`src/rtl/serializador_pkg.sv`:
```
// serializador_pkg
// Shared definitions for the byte-to-bitstream transmitter.
//   ser_state_t : transmitter FSM state encoding (IDLE / SEND / GAP)
//   SER_STATS_W : width of the optional sent-byte counter
package serializador_pkg;

  typedef enum logic [1:0] {
    S_IDLE = 2'd0,
    S_SEND = 2'd1,
    S_GAP  = 2'd2
  } ser_state_t;

  localparam int SER_STATS_W = 16;

endpackage

```
`src/rtl/serializador.sv`:
```
// serializador
// Parallel-to-serial transmitter feeding the deserializer in the 100 kHz
// domain. A byte is taken over a valid/ready handshake and shifted out MSB
// first, one bit per cycle, on data_out/write_out. While status_in is high
// (deserializer full) the shift stalls without losing or repeating bits.
// After each byte, GAP_CYCLES idle cycles are inserted.
//
// Parameters:
//   DATA_WIDTH  bits per byte (>= 2)
//   GAP_CYCLES  idle cycles after each byte (0 allowed)
// Ports:
//   clk_100KHz  in   system clock, rising edge
//   reset       in   asynchronous, active-low
//   byte_in     in   parallel byte to send
//   byte_valid  in   byte_in valid
//   byte_ready  out  transmitter can take a byte this cycle (state IDLE)
//   status_in   in   deserializer status_out, 1 = cannot accept bits
//   data_out    out  serial bit (to deserializer data_in)
//   write_out   out  data_out valid this cycle (to deserializer write_in)
//   busy        out  byte in flight or gap active
//   bytes_sent  out  16-bit wrapping count of completed bytes
//                    (only when SERIALIZADOR_STATS_EN is defined)
//
// Optional feature macro: SERIALIZADOR_STATS_EN
module serializador
  import serializador_pkg::*;
#(
  parameter int DATA_WIDTH = 8,
  parameter int GAP_CYCLES = 2
) (
  input  logic                  clk_100KHz,
  input  logic                  reset,
  input  logic [DATA_WIDTH-1:0] byte_in,
  input  logic                  byte_valid,
  output logic                  byte_ready,
  input  logic                  status_in,
  output logic                  data_out,
  output logic                  write_out,
  output logic                  busy
`ifdef SERIALIZADOR_STATS_EN
  ,
  output logic [SER_STATS_W-1:0] bytes_sent
`endif
);

  localparam int BIT_W      = $clog2(DATA_WIDTH + 1);
  localparam int GAP_RAW_W  = $clog2(GAP_CYCLES + 1);
  localparam int GAP_W      = (GAP_RAW_W < 1) ? 1 : GAP_RAW_W;
  // Gap counter is loaded with GAP_CYCLES-1 and leaves GAP when it reads 0,
  // giving exactly GAP_CYCLES cycles in GAP.
  localparam int GAP_LOAD_I = (GAP_CYCLES > 0) ? (GAP_CYCLES - 1) : 0;

  localparam logic [BIT_W-1:0]      BIT_LOAD   = BIT_W'(DATA_WIDTH);
  localparam logic [BIT_W-1:0]      BIT_ONE    = BIT_W'(1);
  localparam logic [BIT_W-1:0]      BIT_ZERO   = {BIT_W{1'b0}};
  localparam logic [GAP_W-1:0]      GAP_LOAD   = GAP_W'(GAP_LOAD_I);
  localparam logic [GAP_W-1:0]      GAP_ONE    = GAP_W'(1);
  localparam logic [GAP_W-1:0]      GAP_ZERO   = {GAP_W{1'b0}};
  localparam logic [DATA_WIDTH-1:0] SHIFT_ZERO = {DATA_WIDTH{1'b0}};

  ser_state_t            state_r;
  logic [DATA_WIDTH-1:0] shift_r;
  logic [BIT_W-1:0]      bit_cnt_r;
  logic [GAP_W-1:0]      gap_cnt_r;

  logic advance_s;
  logic last_bit_s;

  // Bit advance qualifiers: a bit leaves only in SEND when the sink is not stalling.
  always_comb begin
    advance_s  = 1'b0;
    last_bit_s = 1'b0;
    if (state_r == S_SEND) begin
      advance_s  = ~status_in;
      last_bit_s = ~status_in & (bit_cnt_r == BIT_ONE);
    end else begin
      advance_s  = 1'b0;
      last_bit_s = 1'b0;
    end
  end

  // Output decode: combinational so a stall suppresses write_out in the same cycle.
  always_comb begin
    byte_ready = 1'b0;
    busy       = 1'b1;
    write_out  = 1'b0;
    data_out   = 1'b0;
    case (state_r)
      S_IDLE: begin
        byte_ready = 1'b1;
        busy       = 1'b0;
      end
      S_SEND: begin
        write_out = ~status_in;
        // MSB stays on the line during a stall so the sink sees a stable value.
        data_out  = shift_r[DATA_WIDTH-1];
      end
      S_GAP: begin
        write_out = 1'b0;
      end
      default: begin
        byte_ready = 1'b0;
        busy       = 1'b1;
      end
    endcase
  end

  // Transmitter FSM with shift register, bit counter and gap counter.
  always_ff @(posedge clk_100KHz or negedge reset) begin
    if (!reset) begin
      state_r   <= S_IDLE;
      shift_r   <= SHIFT_ZERO;
      bit_cnt_r <= BIT_ZERO;
      gap_cnt_r <= GAP_ZERO;
    end else begin
      case (state_r)
        S_IDLE: begin
          if (byte_valid) begin
            shift_r   <= byte_in;
            bit_cnt_r <= BIT_LOAD;
            state_r   <= S_SEND;
          end
        end
        S_SEND: begin
          if (advance_s) begin
            shift_r   <= {shift_r[DATA_WIDTH-2:0], 1'b0};
            bit_cnt_r <= bit_cnt_r - BIT_ONE;
            if (last_bit_s) begin
              if (GAP_CYCLES > 0) begin
                gap_cnt_r <= GAP_LOAD;
                state_r   <= S_GAP;
              end else begin
                state_r <= S_IDLE;
              end
            end
          end
        end
        S_GAP: begin
          if (gap_cnt_r == GAP_ZERO) begin
            state_r <= S_IDLE;
          end else begin
            gap_cnt_r <= gap_cnt_r - GAP_ONE;
          end
        end
        default: begin
          // Unreachable encoding: recover to a clean idle state.
          state_r   <= S_IDLE;
          shift_r   <= SHIFT_ZERO;
          bit_cnt_r <= BIT_ZERO;
          gap_cnt_r <= GAP_ZERO;
        end
      endcase
    end
  end

`ifdef SERIALIZADOR_STATS_EN
  logic [SER_STATS_W-1:0] bytes_sent_r;

  // Completed-byte counter: bumps on the cycle the last bit is written, wraps naturally.
  always_ff @(posedge clk_100KHz or negedge reset) begin
    if (!reset) begin
      bytes_sent_r <= {SER_STATS_W{1'b0}};
    end else if (last_bit_s) begin
      bytes_sent_r <= bytes_sent_r + SER_STATS_W'(1);
    end
  end

  assign bytes_sent = bytes_sent_r;
`endif

endmodule

```
`config.mk`:
```
export PLATFORM = sky130hd
export DESIGN_NAME = serializador
export DESIGN_NICKNAME = d
export VERILOG_FILES = /design/src/rtl/serializador_pkg.sv /design/src/rtl/serializador.sv
export SDC_FILE = /design/constraint.sdc
export NUM_CORES = 1
export LEC_CHECK = 0
export ABC_AREA = 1
export CORE_MARGIN = 2
export CORE_UTILIZATION = 30
export CTS_CLUSTER_SIZE = 20
export DETAILED_ROUTE_END_ITERATION = 12
export PLACE_DENSITY_LB_ADDON = 0.05
export SYNTH_ARGS = -nofsm -noshare
export SYNTH_HDL_FRONTEND = slang
export SYNTH_SLANG_ARGS = --single-unit
```
`constraint.sdc`:
```
create_clock -name clk_100KHz -period 1.4 [get_ports clk_100KHz]
set_input_delay 0.28 -clock clk_100KHz [delete_from_list [all_inputs] [get_ports clk_100KHz]]
set_output_delay 0.28 -clock clk_100KHz [all_outputs]
set_load 0.03 [all_outputs]
```
==> metrics list <==
- Status: finished with violations
- Violations in the final reports: design-rule violations, negative setup slack
- In this run, placement finished with an instance count of 169.
- Area growth, synth to finish: 57.9%
- Cell types with the largest area share after synthesis: sky130_fd_sc_hd__dfrtp_1 45%, sky130_fd_sc_hd__nand2_1 15%, sky130_fd_sc_hd__nand3_1 12%
* Total number of clock tree sinks: 16
* Critical path buffer and inverter count: 4
- Post-Synth XOR/XNOR Area: 0.976%
- Number of hold violations in the final report: 0
- The top cell type by area accounts for 44.6% of the synthesized area.
- Input/output buffers: 15
- In the post-synthesis netlist, the cell with the most instances is sky130_fd_sc_hd__nand2_1.
- Cells with a size suffix above 1 make up 40.1% of the layout.
* Synth area leader: sky130_fd_sc_hd__dfrtp_1
- The detail route stage leaves a number of antenna-violating nets equal to 0.
* Relative contribution of the clock network to total power: 9.4%
- Count of nets after finishing: 166
- TritonCTS built the clock tree.
- For this run, the top clock speed supported by timing is 0.637 GHz.
- In the post-route analysis, the smallest setup slack over all paths is -171 ps.
- Count of state elements after synthesis: 16
- Maximum single-stage delay on the critical path: 430 ps
- Setup slack, reg-to-reg: -110 ps
* Final setup viols: 17
- After the flow finishes, the layout carries non-filler instances totaling 178.
- For the final database, setup skew stands at 11.4 ps.
* Count of pins on the block boundary: 16
- Number of CTS-inserted buffers: 3
- Worst min path class: in -> async
- The number of antenna violations at the first check in global routing came to 0.
- Summed over all layers, the routed wires come to 2.08 mm.
* Cell at the root of the clock tree: sky130_fd_sc_hd__clkbuf_4
- Along the worst path, the maximum fanout reaches 4.
- Yosys cell types: 18
- The worst setup path is of the reg -> out kind.
* Share of total power consumed by net switching: 45.1%
- After detailed routing, the average wire length per cell comes to 11.7 um.
- After detailed routing, the number of remaining DRC violations is 1.
- In this run, the number of DRC markers left after iteration 0 of detailed routing was 20.
- Across all layers, the routed design uses 835 vias.
* Internal power of the cells: 1.84 mW
- The tool flagged a number of max-cap violations equal to 0.
* Share of the yosys chip area belonging to registers: 44.6%
- Adder and majority gate portion of the synthesized area: 8.37%
* RSZ-0062 raised after global routing: yes
- Slew HR: 85.6%
- The portion of synthesized area spent on multiplexers is 0%.
* Yosys warning count: 0
- Area of the core: 0.00281 sq mm
* Cell class contributing the biggest share of worst-path delay: flip-flops
* Worst slack after detailed placement: -110 ps
* Average cell area after synthesis: 7.87 sq um
- Post-CTS Hold Fix Bufs: 0
- Clock tree buffer depth: 2
- Net switching power figure: 1.51 mW
- Main combinational cell family by area after synthesis: simple AND/OR/NAND/NOR gates
- In the synthesized netlist, the number of instances is 114.
- After clock tree synthesis, the clock-pin slew on the worst setup and hold paths is 110 ps.
- Final HPWL from detailed placement: 1.42 mm
- At the worst endpoint, the arrival time is 1290 ps.
- Static leakage: 0.709 nW
- Total nets after synthesis: 132
- # diodes: 0
- Across the VDD grid, the largest voltage drop is 0.000857 V.
* Fraction of the mapped netlist area in simple logic gates: 34.3%
- Via-to-Cell Ratio: 4.69
- Crit start category: flip-flop
- For the worst setup path, the data required time is 1120 ps.
- Sorting the synthesized cells by how often they occur yields 35 x sky130_fd_sc_hd__nand2_1, 21 x sky130_fd_sc_hd__nand3_1, 16 x sky130_fd_sc_hd__dfrtp_1.
* Most used DFF post-synth: sky130_fd_sc_hd__dfrtp_1
- Power Dens Cells: 2370 mW/mm^2
- GRT Resource Usage Total: 13.9%
- The max-slew violation total from the final report is 0.
- Summed over all layers, the global routing overflow is 0.
- Measured on the finished design, the core utilization comes to 50.5%.
- Post-synth design cell area: 897 sq um
- The floorplan step set the die width to 58.7 um.
* Number of synthesized flops with an enable pin: 0
* Skew-Pair Late Insertion Delay: 290 ps
- Final Power: 3.36 mW
- Count of filler cells inserted in the layout: 252
- Starting utilization of the core area: 32.0%
* Pin count of the biggest net entering global routing: 17
- Synthesized-area fraction occupied by ao, oa, aoi and oai cells: 3.91%
- Post-layout min period: 1570 ps
- In this run the number of H-tree levels came out at 1.
- The final critical path takes up 112% of the cycle.
* Measured slew at the worst slew-check pin: 216 ps
* Wire length of the first global-routing pass: 3.57 mm
- Global placer's final weighted congestion: 0.765
* Final non-filler cell area: 0.00142 sq mm
- The floorplan step defined a die boundary enclosing 0.00344 sq mm.
- The number of global-route vias before repair was 836.
* Post-detailed-placement cell area: 0.00115 sq mm
- The slowest stage of the critical path is the sky130_fd_sc_hd__dfrtp_1 cell.
* Asr flop ratio synth: 100%
- Row Count: 19
- The die is 58.7 um tall.
- Worst hold slack across all endpoints: 296 ps
- 1st-pass router iterations: 7
- Cell Chain, Critical Path: inv_2, ha_4, buf_6, nand2_2, inv_2, buf_6
- For the final routed database, the setup TNS stands at -1370 ps.
- Logic gate share of total power: 66.6%
- Kind of end point of the critical path: primary output
* Flop pwr share: 24.0%
-- layer usage --
layer	track usage (%)	share of wire (%)	wire, um	vias up
met2	23.0	50	1050	13
met5	0	0	0	-
met1	17.2	44	921	387
met3	4.40	3.5	73	4
met4	4.87	1.6	34	0
li1	-	-	-	431
-- path summary, 6_finish.rpt --
check | startpoint | to | depth (start not counted)
max | state_r[1]$_DFFE_PN0P_ | data_out | 6
min | reset | gap_cnt_r[0]$_DFFE_PN0P_ | 2
max reg2reg | state_r[1]$_DFFE_PN0P_ | shift_r[6]$_DFFE_PN0P_ | 9
min reg2reg | gap_cnt_r[1]$_DFFE_PN0P_ | gap_cnt_r[1]$_DFFE_PN0P_ | 2
max in group asynchronous | reset | state_r[0]$_DFFE_PN0P_ | 2
min in group clk_100KHz | gap_cnt_r[1]$_DFFE_PN0P_ | gap_cnt_r[1]$_DFFE_PN0P_ | 2
-- power groups by stage --
| stage | clock (mW) | sequential, mW | combinational (mW) |
|---|---|---|---|
| floorplan | 0 | 0.751 | 1.09 |
| global placement | 0 | 0.779 | 1.57 |
| detailed placement | 0 | 0.779 | 1.57 |
| CTS | 0.334 | 0.782 | 1.84 |
| global route | 0.355 | 0.838 | 2.50 |
| finish | 0.316 | 0.805 | 2.24 |
-- final cells by class --
type                            count  area (sq um)  share of cell area, %
Timing Repair Buffer               30           305                   21.6
Sequential cell                    16           402                   28.4
Inverter                           14          57.6                   4.06
Multi-Input combinational cell     82           572                   40.4
Timing Repair inverter              1          5.00                  0.353
Tap cell                           31          38.8                   2.74
Clock buffer                        4          36.3                   2.56
-- cell usage in the layout (no fill, tap or decap) --
master,synthesis,routed
sky130_fd_sc_hd__nand2_1,35,24
sky130_fd_sc_hd__nand3_1,21,16
sky130_fd_sc_hd__dfrtp_1,16,15
sky130_fd_sc_hd__clkdlybuf4s50_1,0,11
sky130_fd_sc_hd__buf_6,1,10
sky130_fd_sc_hd__nand2_2,2,8
sky130_fd_sc_hd__inv_1,13,7
sky130_fd_sc_hd__buf_4,0,7
sky130_fd_sc_hd__inv_2,0,6
sky130_fd_sc_hd__nand2_4,0,5
sky130_fd_sc_hd__nand3_2,0,5
sky130_fd_sc_hd__nor2_4,0,4
sky130_fd_sc_hd__ha_1,6,4
sky130_fd_sc_hd__nor2_1,6,3
sky130_fd_sc_hd__o21ai_1,2,3
sky130_fd_sc_hd__clkbuf_4,0,3
sky130_fd_sc_hd__a21oi_1,4,2
sky130_fd_sc_hd__ha_4,0,2
sky130_fd_sc_hd__buf_8,0,2
sky130_fd_sc_hd__nand3_4,1,1
sky130_fd_sc_hd__clkinv_4,0,1
sky130_fd_sc_hd__nand3b_1,1,1
sky130_fd_sc_hd__a21oi_4,0,1
sky130_fd_sc_hd__nor3_1,1,1
sky130_fd_sc_hd__xnor2_1,1,1
sky130_fd_sc_hd__a21oi_2,0,1
sky130_fd_sc_hd__clkbuf_8,0,1
sky130_fd_sc_hd__clkinv_2,0,1
sky130_fd_sc_hd__dfrtp_2,0,1
-- cell families after synthesis --
kind of cell	Yosys count
AO/OA/AOI/OAI	7
XOR/XNOR	1
buffers and inverters	16
adder cells (fa/ha/maj)	6
AND/OR/NAND/NOR	68
flip-flops	16
-- registers in the layout, indices dropped and copies added (netlist names) --
signal     count
bit_cnt_r      4
gap_cnt_r      2
shift_r        8
state_r        2
-- repair_timing --
item                       CTS  global route
gates resized for setup     19            40
cloned                       0             2
pin swaps                    0             6
setup buffers                2             2
setup endpoints to repair   13            20
No activity file was read; power rests on OpenSTA's default activity.
==> patch, RTL diff (config.mk and constraints unchanged) <==
The 3 states of `ser_state_t` get a one-hot encoding in 3 bits.
--- a/src/rtl/serializador_pkg.sv
+++ b/src/rtl/serializador_pkg.sv
@@ -5,8 +5,8 @@
 package serializador_pkg;
 
-  typedef enum logic [1:0] {
-    S_IDLE = 2'd0,
-    S_SEND = 2'd1,
-    S_GAP  = 2'd2
+  typedef enum logic [2:0] {
+    S_IDLE = 3'b001,
+    S_SEND = 3'b010,
+    S_GAP  = 3'b100
   } ser_state_t;
 
Function: same outputs for any inputs over 10 cycles, from zero or initial values and one cycle with reset low; not proved beyond that.
==> patch against the original RTL <==
The run ends with setup timing left. Setup slack gained 0.048 ns. Sequential cell count grew 1. Clock skew shrank 0.0030 ns. Power shrank 1.0%. Routed wire length grew 15%. Highest routed layer unchanged. Largest cell class unchanged. Combinational power shrank 2%. Synthesized area grew 10%. Cell area grew 5.4%.
==> patch: results (changes against the original RTL) <==
post-synthesis xor/xnor area fraction: 0.885% (-0.091 points)
synthesis-stage register bit count: 17 (+1)
multi-input combinational area share: 36.2% (-4.2 points)
grt met1 use: 19.4% (+2.2 points)
Area Growth Syn to Fin: 50.8%
vias in the first global route: 890 (+6.5%)
# rows: 20 (+1)
reg2reg setup slack: -0.08 ns (+0.03 ns)
Reg2Reg Depth: 7 (-2)
Detail Placement HPWL: 1.58 mm (+12%)
GP Congestion: 0.744 (-2.7%)
placed insts: 213 (+26%)
largest net degree at the start of global routing: 18 (+1)
CP endpoint: write_out
met2 GRT Util: 23.6% (+0.60 points)
All-Layer GR Usage: 14.4% (+0.50 points)
FILL cells: 334 (+33%)
Slew HR: 78.1% (-7.4 points)
met2 wire length: 1.07 mm (+1.6%)
failing checks: setup timing
Seq/total area: 28.6% (+0.23 points)
Signal buf overhead: 24.6% (+3.0 points)
Area contributors post-synth: dfrtp_1 (40%), nand2_1 (28%), inv_1 (5.7%), ha_1 (3.8%), nor2_1 (3.8%)
clk cell area share: 1.76% (-0.80 points)
R2R Path Start: state_r[0]$_DFFE_PN1P_
comb_multi_in: 105 (+28%)
dpl ws: -0.251 ns (-0.141 ns)
LEAKAGE: 0.000798 uW (+13%)
first-pass GRT wire length: 3.95 mm (+11%)
post-synthesis net count: 158 (+20%)
Finished Layout Cells: 228 (+28%)
met3 track demand over resource: 2.10% (-2.3 points)
final worst slack: -0.122 ns (+0.0482 ns)
register area share after synthesis: 43.1% (-1.5 points)
synthesized-area fraction occupied by adder cells: 3.79% (-4.6 points)
Inverters: 18 (+3)
Regs by FF count: shift_r x8, bit_cnt_r x4, state_r x3
VDD IR max: 839 uV (-2.1%)
WHS: 0.303 ns (+0.00714 ns)
Vias: 937 (+12%)
status: complete, but fails checks
Post-synth top cells: nand2_1 (75), dfrtp_1 (16), inv_1 (15), nor2_1 (10), nand4_1 (5)
# setup viols final: 17 (unchanged)
Met1 Routed Length: 1.22 mm (+32%)
Non-Clock Buffer Count: 40 (+33%)
final clock skew: 0.00837 ns (-0.00302 ns)
## patch: cell count changes in the layout (fill, tap and decap cells not counted), moves of 4 or more
cell / delta
nand4_1: +5
nand2_2: -5
buf_4: +14
nand2_1: +47
inv_2: -5
nand3_1: -14
nand3_2: -5
nor2_1: +4
inv_1: +7
## patch: kinds of logic (layout without fill, tap and decap cells)
kind of cell / after synthesis / after routing
XOR/XNOR: 1 / 1
adder cells (fa/ha/maj): 3 / 3
AO/OA/AOI/OAI: 2 / 2
buffers and inverters: 21 / 62
AND/OR/NAND/NOR: 99 / 99
flip-flops: 17 / 17
## patch: power by group
part / switching, uW / leakage [uW] / internal (uW)
clock network: 163 / 0.0000150 / 111
registers: 162 / 0.000223 / 699
logic: 1170 / 0.000560 / 1020
## patch: what timing repair did
action,4_1_cts,5_1_grt
resized for setup,9,18
buffers inserted,7,5
pin swaps,5,11
setup endpoints to repair,17,21
